### config.mk
export PLATFORM = sky130hd
export DESIGN_NAME = bp_core_lce_req_arbiter
export DESIGN_NICKNAME = d
export VERILOG_FILES = /design/src/rtl/bp_core_lce_req_arbiter.sv
export SDC_FILE = /design/constraint.sdc
export NUM_CORES = 1
export LEC_CHECK = 0
export BUFFER_PORTS_ARGS = -buffer_cell sky130_fd_sc_hd__buf_4
export CORE_AREA = 2 2 155 157
export CTS_CLUSTER_SIZE = 12
export DETAILED_ROUTE_END_ITERATION = 7
export DIE_AREA = 0 0 157 159
export PLACE_DENSITY = 0.81
export SYNTH_ARGS = -nofsm -noshare
export SYNTH_HDL_FRONTEND = slang
export SYNTH_SLANG_ARGS = --single-unit
export TNS_END_PERCENT = 20
### constraint.sdc
create_clock -name clk_i -period 12 [get_ports clk_i]
set_clock_uncertainty 0.1 [all_clocks]
set_input_delay 1.8 -clock clk_i [delete_from_list [all_inputs] [get_ports clk_i]]
set_output_delay 1.8 -clock clk_i [all_outputs]
set_load 0.02 [all_outputs]
### src/rtl/bp_core_lce_req_arbiter.sv
// Round-robin merge of the I$ (src 0) and D$ (src 1) LCE request streams onto one
// NoC request port; multi-beat messages hold the grant until their last beat.
module bp_core_lce_req_arbiter #(
  parameter int msg_width_p = 128,
  parameter int els_p       = 2
) (
  input  logic                        clk_i,
  input  logic                        reset_i,
  input  logic [1:0][msg_width_p-1:0] msg_i,
  input  logic [1:0]                  v_i,
  input  logic [1:0]                  last_i,
  output logic [1:0]                  ready_o,
  output logic [msg_width_p-1:0]      msg_o,
  output logic                        v_o,
  output logic                        last_o,
  output logic                        src_o,
  input  logic                        ready_i
);

  typedef struct packed {
    logic                   src;
    logic                   last;
    logic [msg_width_p-1:0] msg;
  } entry_s;

  entry_s     buf_q [2];
  logic       rd_ptr, wr_ptr;
  logic [1:0] cnt;
  logic       rr_ptr, lock_v, lock_src;
  logic       grant_v, grant_src;
  logic       full, enq, deq;
  logic [1:0] pend_q;

  always_comb begin
    grant_v   = 1'b0;
    grant_src = rr_ptr;
    if (lock_v) begin
      grant_v   = 1'b1;
      grant_src = lock_src;
    end else if (v_i == 2'b11) begin
      grant_v   = 1'b1;
      grant_src = rr_ptr;
    end else if (v_i[0]) begin
      grant_v   = 1'b1;
      grant_src = 1'b0;
    end else if (v_i[1]) begin
      grant_v   = 1'b1;
      grant_src = 1'b1;
    end
  end

  // No bypass: a full buffer refuses even when it drains this cycle, which also
  // keeps ready_i out of the ready_o cone.
  assign full = (cnt == 2'd2);

  for (genvar s = 0; s < 2; s++) begin : g_rdy
    assign ready_o[s] = ~reset_i & ~full & grant_v & (grant_src == 1'(s)) & v_i[s];
  end

  assign enq    = |ready_o;
  assign v_o    = ~reset_i & (cnt != 2'd0);
  assign deq    = v_o & ready_i;
  assign msg_o  = buf_q[rd_ptr].msg;
  assign last_o = buf_q[rd_ptr].last;
  assign src_o  = buf_q[rd_ptr].src;

  always_ff @(posedge clk_i) begin
    if (reset_i) begin
      rr_ptr   <= 1'b0;
      lock_v   <= 1'b0;
      lock_src <= 1'b0;
      rd_ptr   <= 1'b0;
      wr_ptr   <= 1'b0;
      cnt      <= 2'd0;
      pend_q   <= 2'b00;
    end else begin
      if (enq) begin
        wr_ptr <= ~wr_ptr;
        if (last_i[grant_src]) begin
          lock_v <= 1'b0;
          rr_ptr <= ~grant_src;
        end else begin
          lock_v   <= 1'b1;
          lock_src <= grant_src;
        end
      end
      if (deq) rd_ptr <= ~rd_ptr;
      case ({enq, deq})
        2'b10:   cnt <= cnt + 2'd1;
        2'b01:   cnt <= cnt - 2'd1;
        default: cnt <= cnt;
      endcase
      pend_q <= v_i & ~ready_o;
    end
  end

  // Payload storage needs no reset; occupancy alone defines validity.
  always_ff @(posedge clk_i) begin
    if (!reset_i && enq)
      buf_q[wr_ptr] <= '{src: grant_src, last: last_i[grant_src], msg: msg_i[grant_src]};
  end

  always_ff @(posedge clk_i) begin
    if (!reset_i) begin
      assert (cnt <= 2'd2);
      assert (!(enq && full));
      assert (!(deq && cnt == 2'd0));
      for (int s = 0; s < 2; s++)
        assert (!(pend_q[s] && !v_i[s]));
    end
  end

endmodule

# --- Word level (Yosys, flattened, before mapping) ---
# Memory sizes are Yosys's and may differ from the RTL's. A register that Yosys moved wholly into a read port is not among the register bits.
# Index checks and enable logic that the tools add are counted.
totals:
  output_inout_bits: 133
  reg_bits: 7
  wordCells: 53
  memories: 1
  ramBits: 260
  inputBits: 263
memory_table:
  columns: ["name", "depth", "width", "rd", "rd_ports_with_merged_regs", "wr", "line", "source"]
  rows:
  - ["buf_q", 2, 130, 1, 1, 1, "26", "entry_s buf_q [2];"]
classes:
  n_mux: 18
  n_eq_ne: 4
  addsub: 2
  n_lt_le_gt_ge: 1
  n_reduce_logical: 7
  bitwise: 14
ops:
  columns: ["cell", "n"]
  rows:
  - ["$mux W128", 2]
  - ["$mux W1", 15]
  - ["$and A1 B1 Y1", 8]
  - ["$eq A2 B2 Y1 const B", 3]
  - ["$not A1 Y1", 6]
  - ["$pmux W2 S2", 1]
  - ["$reduce_and A2 Y1", 2]
  - ["$reduce_bool A2 Y1", 2]
  - ["$add A2 B1 Y2 const B", 1]
  - ["$eq A2 B1 Y1 const B", 1]
  - ["$lt A1 B2 Y1 const B", 1]
  - ["$reduce_or A2 Y1", 1]
  - ["$sub A2 B1 Y2 const B", 1]
  - ["$logic_and A1 B1 Y1", 1]
  - ["$logic_not A1 Y1", 1]

# --- Depth between registers and ports, before layout ---
# Gate-level depths: netlist (run 1).
logic_depth:
  depth_word: 11
  mapped_depth: 7
  ltp_nobuf: 6

# --- Least setup slack after synthesis (run 1) ---
# Ideal clock, no wire load.
synth_timing:
  path_kind: "in2reg"
  start: "input port reset_i"
  end: "memory buf_q[0][0] in the netlist's numbering (enable)"
  setup_ps: 620
  path_slack_ps: 3401
  t_required_ps: 11280
  n_path_buf: 2
  arrival_ps: 7879
  stages: 4
  path_cell_list: "clkbuf_1 > a2111o_1 > buf_2 > nor2_1"
synth_via:
  elab_chain_len: 9
  elab_cells_between_ends: 12
  cone_classes: "2 x mux; 7 x bitwise; 3 x reduce/logical"
synth_lines:
  columns: ["element", "line", "source"]
  rows:
  - ["from (decl)", "8", "input logic reset_i,"]
  - ["$not A1 Y1", "57", "assign ready_o[s] = ~reset_i & ~full & grant_v & (grant_src == 1'(s)) & v_i[s];"]
  - ["$and A1 B1 Y1 (4 in series)", "57", null]
  - ["$reduce_or A2 Y1", "60", "assign enq = |ready_o;"]
  - ["$logic_and A1 B1 Y1 *", "99", "if (!reset_i && enq)"]
  - ["$mux W1 *", "99", null]
  - ["$mux W1 (not written as such) *", "100", "buf_q[wr_ptr] <= '{src: grant_src, last: last_i[grant_src], msg: msg_i[grant_src]};"]
  - ["to (decl)", "26", null]
# Mark *: on every way between the ends. The rest lies on a longest branch, timed or not.

# --- Worst setup path after layout (run 1) ---
layout_timing:
  start: "input port v_i[0]"
  end: "output port ready_o[1]"
layout_via:
  elab_cells_between_ends: 10
  cone_classes: "1 x eq/ne; 6 x mux; 3 x bitwise"
layout_rtl:
  columns: ["element", "line", "source"]
  rows:
  - ["from (decl)", "10", "input logic [1:0] v_i,"]
  - ["$eq A2 B2 Y1 / $mux W1 (equally long branches)", "40, 43", null]
  - ["$mux W1 *", "40", "end else if (v_i == 2'b11) begin"]
  - ["$mux W1 *", "37", "if (lock_v) begin"]
  - ["net grant_src", "30", "logic grant_v, grant_src;"]
  - ["$and A1 B1 Y1 * (2 in series)", "57", null]
  - ["to (decl)", "12", "output logic [1:0] ready_o,"]
# Mark *: on every way through the listed nets, which the timed path passes. The rest lies on a longest branch.

==> results.py, run 1 <==
metrics = {
    "run_status": {
        "status": "finished, final reports clean",
    },
    "clock_network": {
        "cts_buffers": 28,
        "clock_path_buffers": 3,
        "cts_resized": 0,
        "cts.sink_count": 268,
        "worstSkewPairLatency_ns": 0.52,
        "path_clk_slew_ns": 0.06,
        "htreeDepth": 1,
        "cts_tree": "built",
        "cts_root_buffer": "clkbuf_16",
        "post-cts-setup-buffers": 0,
        "ctsHoldBuffers": 0,
    },
    "worst_hold_path": {
        "holdPathEnd": "cnt[1]$_SDFFE_PP0P_",
        "min_from": "cnt[1]$_SDFFE_PP0P_",
        "hp-class": "reg -> reg",
        "holdPathStages": 2,
    },
    "placement": {
        "gp_congestion": 0.834,
        "place_area_mm2": 0.0150,
        "hpwl_um": 18600,
        "io_buffers": 395,
    },
    "final_layout": {
        "n_antenna_cell": 0,
        "layout.nets": 1273,
        "final_area_mm2": 0.0159,
        "syn_to_final_growth_pct": 32.8,
        "drive_above_1_share": 0.682,
    },
    "logic_synthesis": {
        "synth_nets": 871,
        "ys_ff_latch": 268,
        "synthCells": 607,
        "synth_edf_count": 260,
        "synth-seq-area-share": 0.668,
        "synth_top_cell_area_share": 0.654,
        "yosys-top-cells-area": "edfxtp_1, mux2_2, mux2_4, buf_12, dfxtp_1",
        "synth_top_area_cell": "edfxtp_1",
        "ys_warn_count": 0,
        "synth.distinct_cells": 40,
        "synth_flop_cell": "edfxtp_1",
        "synth_area_mm2": 0.0119,
        "synthArstFlopShare": 0,
        "synth_common_cells": "edfxtp_1, mux2_2, mux2_4",
        "yosysMostFrequentCell": "edfxtp_1",
        "avgSynthCellArea_um2": 19.7,
    },
    "global_routing": {
        "first_global_vias": 7008,
        "grt_overflow": 0,
        "grt_util_all_layers": 0.199,
        "grt_max_degree": 85,
        "grt_first_pass_wirelength_um": 38100,
        "antenna_found_initial": 0,
    },
    "drt": {
        "num_vias": 6841,
        "wl_met2_um": 13500,
        "wl_met1_um": 9670,
        "drt_first_pass_iters": 4,
        "route.met3.wl_um": 2260,
        "drc": 0,
        "highest-signal-layer": "met4",
        "antenna_left": 0,
        "wl_um": 26200,
        "drt_first_iter_violations": 320,
        "wl_per_cell_um": 19.5,
        "via_per_inst": 5.09,
    },
    "worst_setup_path": {
        "cp_data_required_time_ns": 10.10,
        "r2r-start": "lock_src$_SDFFE_PP0P_",
        "critPathKind": "in -> out",
        "r2r_end": "buf_q[1][119]$_DFFE_PP_",
        "endpoint_kind": "output pin",
        "reg2regPathDepth": 5,
        "path_max_fanout": 25,
        "ff2ff_setup_slack_ns": 8.42,
        "cp-start-kind": "primary input",
        "cp_data_arrival_time_ns": 3.02,
    },
    "sta": {
        "setup_violations": 0,
        "finalCritPeriodShare": 0.410,
        "setup_tns_ns": 0,
        "relSlewSlack": 0.230,
        "drv_slew": 0,
        "holdWs_ns": 0.423,
        "period_needed_ns": 4.92,
        "fmax_mhz": 203,
        "grt_setup_unrepaired": "no",
        "final_hold_viol_count": 0,
        "worstMarginPinSlew_ns": 1.16,
    },
    "run": {
        "drv_cap": 0,
    },
    "floorplanning": {
        "ios": 396,
        "die_h_um": 159,
        "core_region_area_mm2": 0.0232,
        "die_x_um": 157,
        "num_rows": 56,
        "start_util": 0.515,
        "die_area_mm2": 0.0250,
    },
    "power": {
        "p_leak_nw": 6.43,
        "pwr_density_cell_mw_per_mm2": 188,
        "power.total_w": 0.00298,
        "ir_worst_vdd_mv": 0.121,
    },
}
## final cells by class
cell class,count,area [um2]
Tap cell,319,399
Clock buffer,40,767
Sequential cell,268,7970
Timing Repair Buffer,402,3020
Fill cell,1560,7340
Inverter,5,18.8
Multi-Input combinational cell,304,3640
Clock inverter,7,38.8
## metal layers
metal	track usage	up-vias
li1	-	3171
met1	0.229	3305
met2	0.360	310
met3	0.0547	55
met4	0.0609	0
met5	0	-
## flip-flops by register name (all words and copies together) (netlist names), named ones only
signal	count
cnt	2
rd_ptr	1
lock_v	1
rr_ptr	1
lock_src	1
buf_q	260
wr_ptr	1
## per-stage QoR
stage,util,instances,setup slack (ns)
CTS,0.684,1345,7.08
global route,0.684,1345,6.99
detailed placement,0.649,1298,6.92
floorplan,-,607,3.40
finish,0.684,1345,7.08
global placement,0.649,1298,6.96
## worst max path at each step
| stage | slack, ns | end | cells after the start | from |
|---|---|---|---|---|
| 2_1_floorplan | 3.40 | buf_q[0][0]$_DFFE_PP_ | 4 | reset_i |
| 3_3_place_gp | 6.96 | buf_q[1][123]$_DFFE_PP_ | 6 | v_i[1] |
| 3_5_place_dp | 6.92 | buf_q[1][103]$_DFFE_PP_ | 6 | v_i[1] |
| 4_1_cts | 7.08 | msg_o[93] | 3 | flip-flop |
| 5_1_grt | 6.99 | msg_o[96] | 3 | flip-flop |
| 6_report | 7.08 | ready_o[1] | 7 | v_i[0] |
## worst max-delay path, cell delays in order
cell and delay [ns]:
buf_4 0.12, nor2b_2 0.05, o211ai_2 0.18, and2_4 0.43, inv_2 0.11, and3_1 0.18, buf_4 0.15
## power by group
group | internal [W] | switching [W] | total, W
logic | 0.000455 | 0.000472 | 0.000927
registers | 0.00124 | 0.0000446 | 0.00128
clock network | 0.000440 | 0.000328 | 0.000769
total | 0.00214 | 0.000845 | 0.00298
## cells by family after synthesis
family | after synthesis | synth area share
buffers and inverters | 35 | 0.0285
AND/OR/NAND/NOR | 25 | 0.0116
multiplexers | 260 | 0.279
flip-flops | 268 | 0.668
adder cells (fa/ha/maj) | 1 | 0.00105
AO/OA/AOI/OAI | 15 | 0.00954
XOR/XNOR | 3 | 0.00220
## layout by cell type (no fill, tap or decap), types with 3 or more instances in the layout
cell type and n:
clkbuf_16 29, dfxtp_1 7, clkbuf_1 11, mux2_2 149
nor2_1 6, edfxtp_1 260, buf_4 402, o21ai_0 4
nand2b_1 3, mux2_4 109, inv_1 4, clkinv_1 4
(Power assumes the default switching activity.)
==> inputs of run 2 (changes only) <==
--- a/config.mk
+++ b/config.mk
@@ -6,10 +6,9 @@
 export NUM_CORES = 1
 export LEC_CHECK = 0
 export BUFFER_PORTS_ARGS = -buffer_cell sky130_fd_sc_hd__buf_4
-export CORE_AREA = 2 2 155 157
+export CORE_UTILIZATION = 51
 export CTS_CLUSTER_SIZE = 12
 export DETAILED_ROUTE_END_ITERATION = 7
-export DIE_AREA = 0 0 157 159
 export PLACE_DENSITY = 0.81
 export SYNTH_ARGS = -nofsm -noshare
 export SYNTH_HDL_FRONTEND = slang
==> constraint.sdc (replaced) <==
create_clock -name clk_i -period 4.85 [get_ports clk_i]
set_clock_uncertainty 0.1 [all_clocks]
set_input_delay 0.7275 -clock clk_i [delete_from_list [all_inputs] [get_ports clk_i]]
set_output_delay 0.7275 -clock clk_i [all_outputs]
set_load 0.02 [all_outputs]
==> run 2 against run 1 <==
  * Critical path depth fell by 4
  * Core utilization rose by 1.5 points
  * Count of clock-buffer cells in the layout rose by 2
  * Register-to-register slack got worse by 6.1 ns
  * Sequential share of layout area fell by 0.16 points
  * First-iteration DRC count fell by 3.8%
  * Combinational power rose by 150%
  * Setup slack got worse by 5.5 ns
  * Via count rose by 1.4%
  * Sequential cell count did not move
  * Highest routed layer unchanged
  * Sequential power rose by 150%
==> results.py, run 2 (synthesis gave the netlist of run 1 again) <==
metrics = {
    "clock_network": {
        "cts.sink_count": 268,
        "path_clk_slew_ns": 0.06,
        "cts_resized": 0,
        "post-cts-setup-buffers": 0,
        "cts_buffers": 28,
        "htreeDepth": 1,
        "clock_path_buffers": 3,
        "cts_root_buffer": "clkbuf_16",
        "cts_tree": "built",
        "worstSkewPairLatency_ns": 0.53,
        "ctsHoldBuffers": 0,
    },
    "placement": {
        "gp_congestion": 0.806,
        "io_buffers": 395,
        "hpwl_um": 18900,
        "dp.cells": 1293,
    },
    "power": {
        "p_leak_nw": 6.46,
        "pwr_density_cell_mw_per_mm2": 465,
        "power.total_w": 0.00739,
        "ir_worst_vdd_mv": 0.336,
    },
    "sta": {
        "setup_violations": 0,
        "grt_setup_unrepaired": "no",
        "setup_tns_ns": 0,
        "final_hold_viol_count": 0,
        "drv_slew": 0,
        "period_needed_ns": 3.22,
        "worstMarginPinSlew_ns": 0.927,
        "relSlewSlack": 0.382,
        "fmax_mhz": 310,
        "finalCritPeriodShare": 0.665,
    },
    "global_routing": {
        "grt_max_degree": 131,
        "grt_first_pass_wirelength_um": 40500,
        "first_global_vias": 7310,
        "grt_util_all_layers": 0.223,
        "antenna_found_initial": 1,
        "grt_overflow": 0,
    },
    "final_layout": {
        "drive_above_1_share": 0.680,
        "syn_to_final_growth_pct": 33.3,
        "largest_register_ffs": 260,
        "fillers": 1480,
        "largest_register": "buf_q",
        "layout.nets": 1274,
        "final_cells": 1346,
        "final_common_cell": "buf_4",
        "top_regs": "buf_q (260), cnt (2)",
        "final_cell_mix": "buf_4, edfxtp_1, mux2_2",
    },
    "worst_setup_path": {
        "cp_data_arrival_time_ns": 2.40,
        "critPathKind": "reg -> out",
        "critPathMostFrequentCell": "buf_4",
        "path_delay_family": "flip-flops",
        "endpoint_kind": "output pin",
        "ff2ff_setup_slack_ns": 2.35,
        "path_max_fanout": 44,
        "cp-start-kind": "flip-flop",
        "r2r_end": "buf_q[1][35]$_DFFE_PP_",
        "crit_chain": "buf_4, mux2_2, buf_4",
        "cp_data_required_time_ns": 4.02,
        "reg2regPathDepth": 4,
        "crit_buf_inv": 2,
        "endpoint": "msg_o[79]",
        "worst-path-stages": 3,
        "r2r-start": "lock_src$_SDFFE_PP0P_",
        "cp_slowest_cell": "dfxtp_4",
        "crit_path_max_incr_delay_ns": 0.76,
    },
    "drt": {
        "wl_per_cell_um": 20.4,
        "drt_first_pass_iters": 4,
        "num_vias": 6939,
        "antenna_left": 0,
        "via_per_inst": 5.16,
        "wl_um": 27400,
        "drc": 0,
        "drt_first_iter_violations": 308,
    },
    "floorplanning": {
        "num_rows": 55,
        "die_area_mm2": 0.0240,
        "start_util": 0.524,
        "core_region_area_mm2": 0.0228,
        "die_x_um": 155,
        "ios": 396,
        "die_h_um": 155,
    },
    "worst_hold_path": {
        "hp-class": "in -> reg",
    },
    "run_status": {
        "status": "finished, final reports clean",
    },
    "run": {
        "drv_cap": 0,
    },
}
-- run 2: worst min path at each step --
stage,from,slack [ns],end,cells past startpoint
2_1_floorplan,cnt[1]$_SDFFE_PP0P_,0.37,cnt[1]$_SDFFE_PP0P_,2
3_3_place_gp,cnt[1]$_SDFFE_PP0P_,0.38,cnt[1]$_SDFFE_PP0P_,2
3_5_place_dp,rd_ptr$_SDFFE_PP0P_,0.42,rd_ptr$_SDFFE_PP0P_,2
4_1_cts,reset_i,0.31,cnt[1]$_SDFFE_PP0P_,2
5_1_grt,reset_i,0.33,cnt[1]$_SDFFE_PP0P_,2
6_report,reset_i,0.33,cnt[1]$_SDFFE_PP0P_,2
-- run 2: final cells by class --
type | instances | area (um2) | share of cell area
Antenna cell | 1 | 2.50 | 0.000157
Clock inverter | 10 | 42.5 | 0.00267
Clock buffer | 42 | 774 | 0.0487
Timing Repair Buffer | 403 | 3060 | 0.193
Inverter | 5 | 18.8 | 0.00118
Sequential cell | 268 | 7970 | 0.501
Multi-Input combinational cell | 304 | 3640 | 0.229
Tap cell | 313 | 392 | 0.0246
-- run 2: stage by stage --
stage / worst slack (ns) / area [um2] / hold WS, ns / utilization
2_1_floorplan: -0.478 / 11900 / 0.367 / -
3_3_place_gp: 1.99 / 15100 / 0.383 / 0.662
3_5_place_dp: 1.97 / 15100 / 0.418 / 0.662
4_1_cts: 1.57 / 15900 / 0.311 / 0.698
5_1_grt: 1.49 / 15900 / 0.330 / 0.698
6_report: 1.63 / 15900 / 0.334 / 0.698
-- run 2: layer usage --
| metal | wire length, um | share of wire | global-route usage | up-vias |
|---|---|---|---|---|
| li1 | - | - | - | 3194 |
| met1 | 9910 | 0.36 | 0.245 | 3370 |
| met2 | 14500 | 0.53 | 0.413 | 314 |
| met3 | 2110 | 0.077 | 0.0518 | 61 |
| met4 | 951 | 0.035 | 0.0915 | 0 |
| met5 | 0 | 0 | 0 | - |
-- run 2: power breakdown --
part	switching [W]	total (W)	leakage (nW)	internal, W
registers	0.000111	0.00318	2.47	0.00306
clock network	0.000825	0.00192	0.398	0.00110
logic	0.00116	0.00229	3.59	0.00114
total	0.00209	0.00739	6.46	0.00530
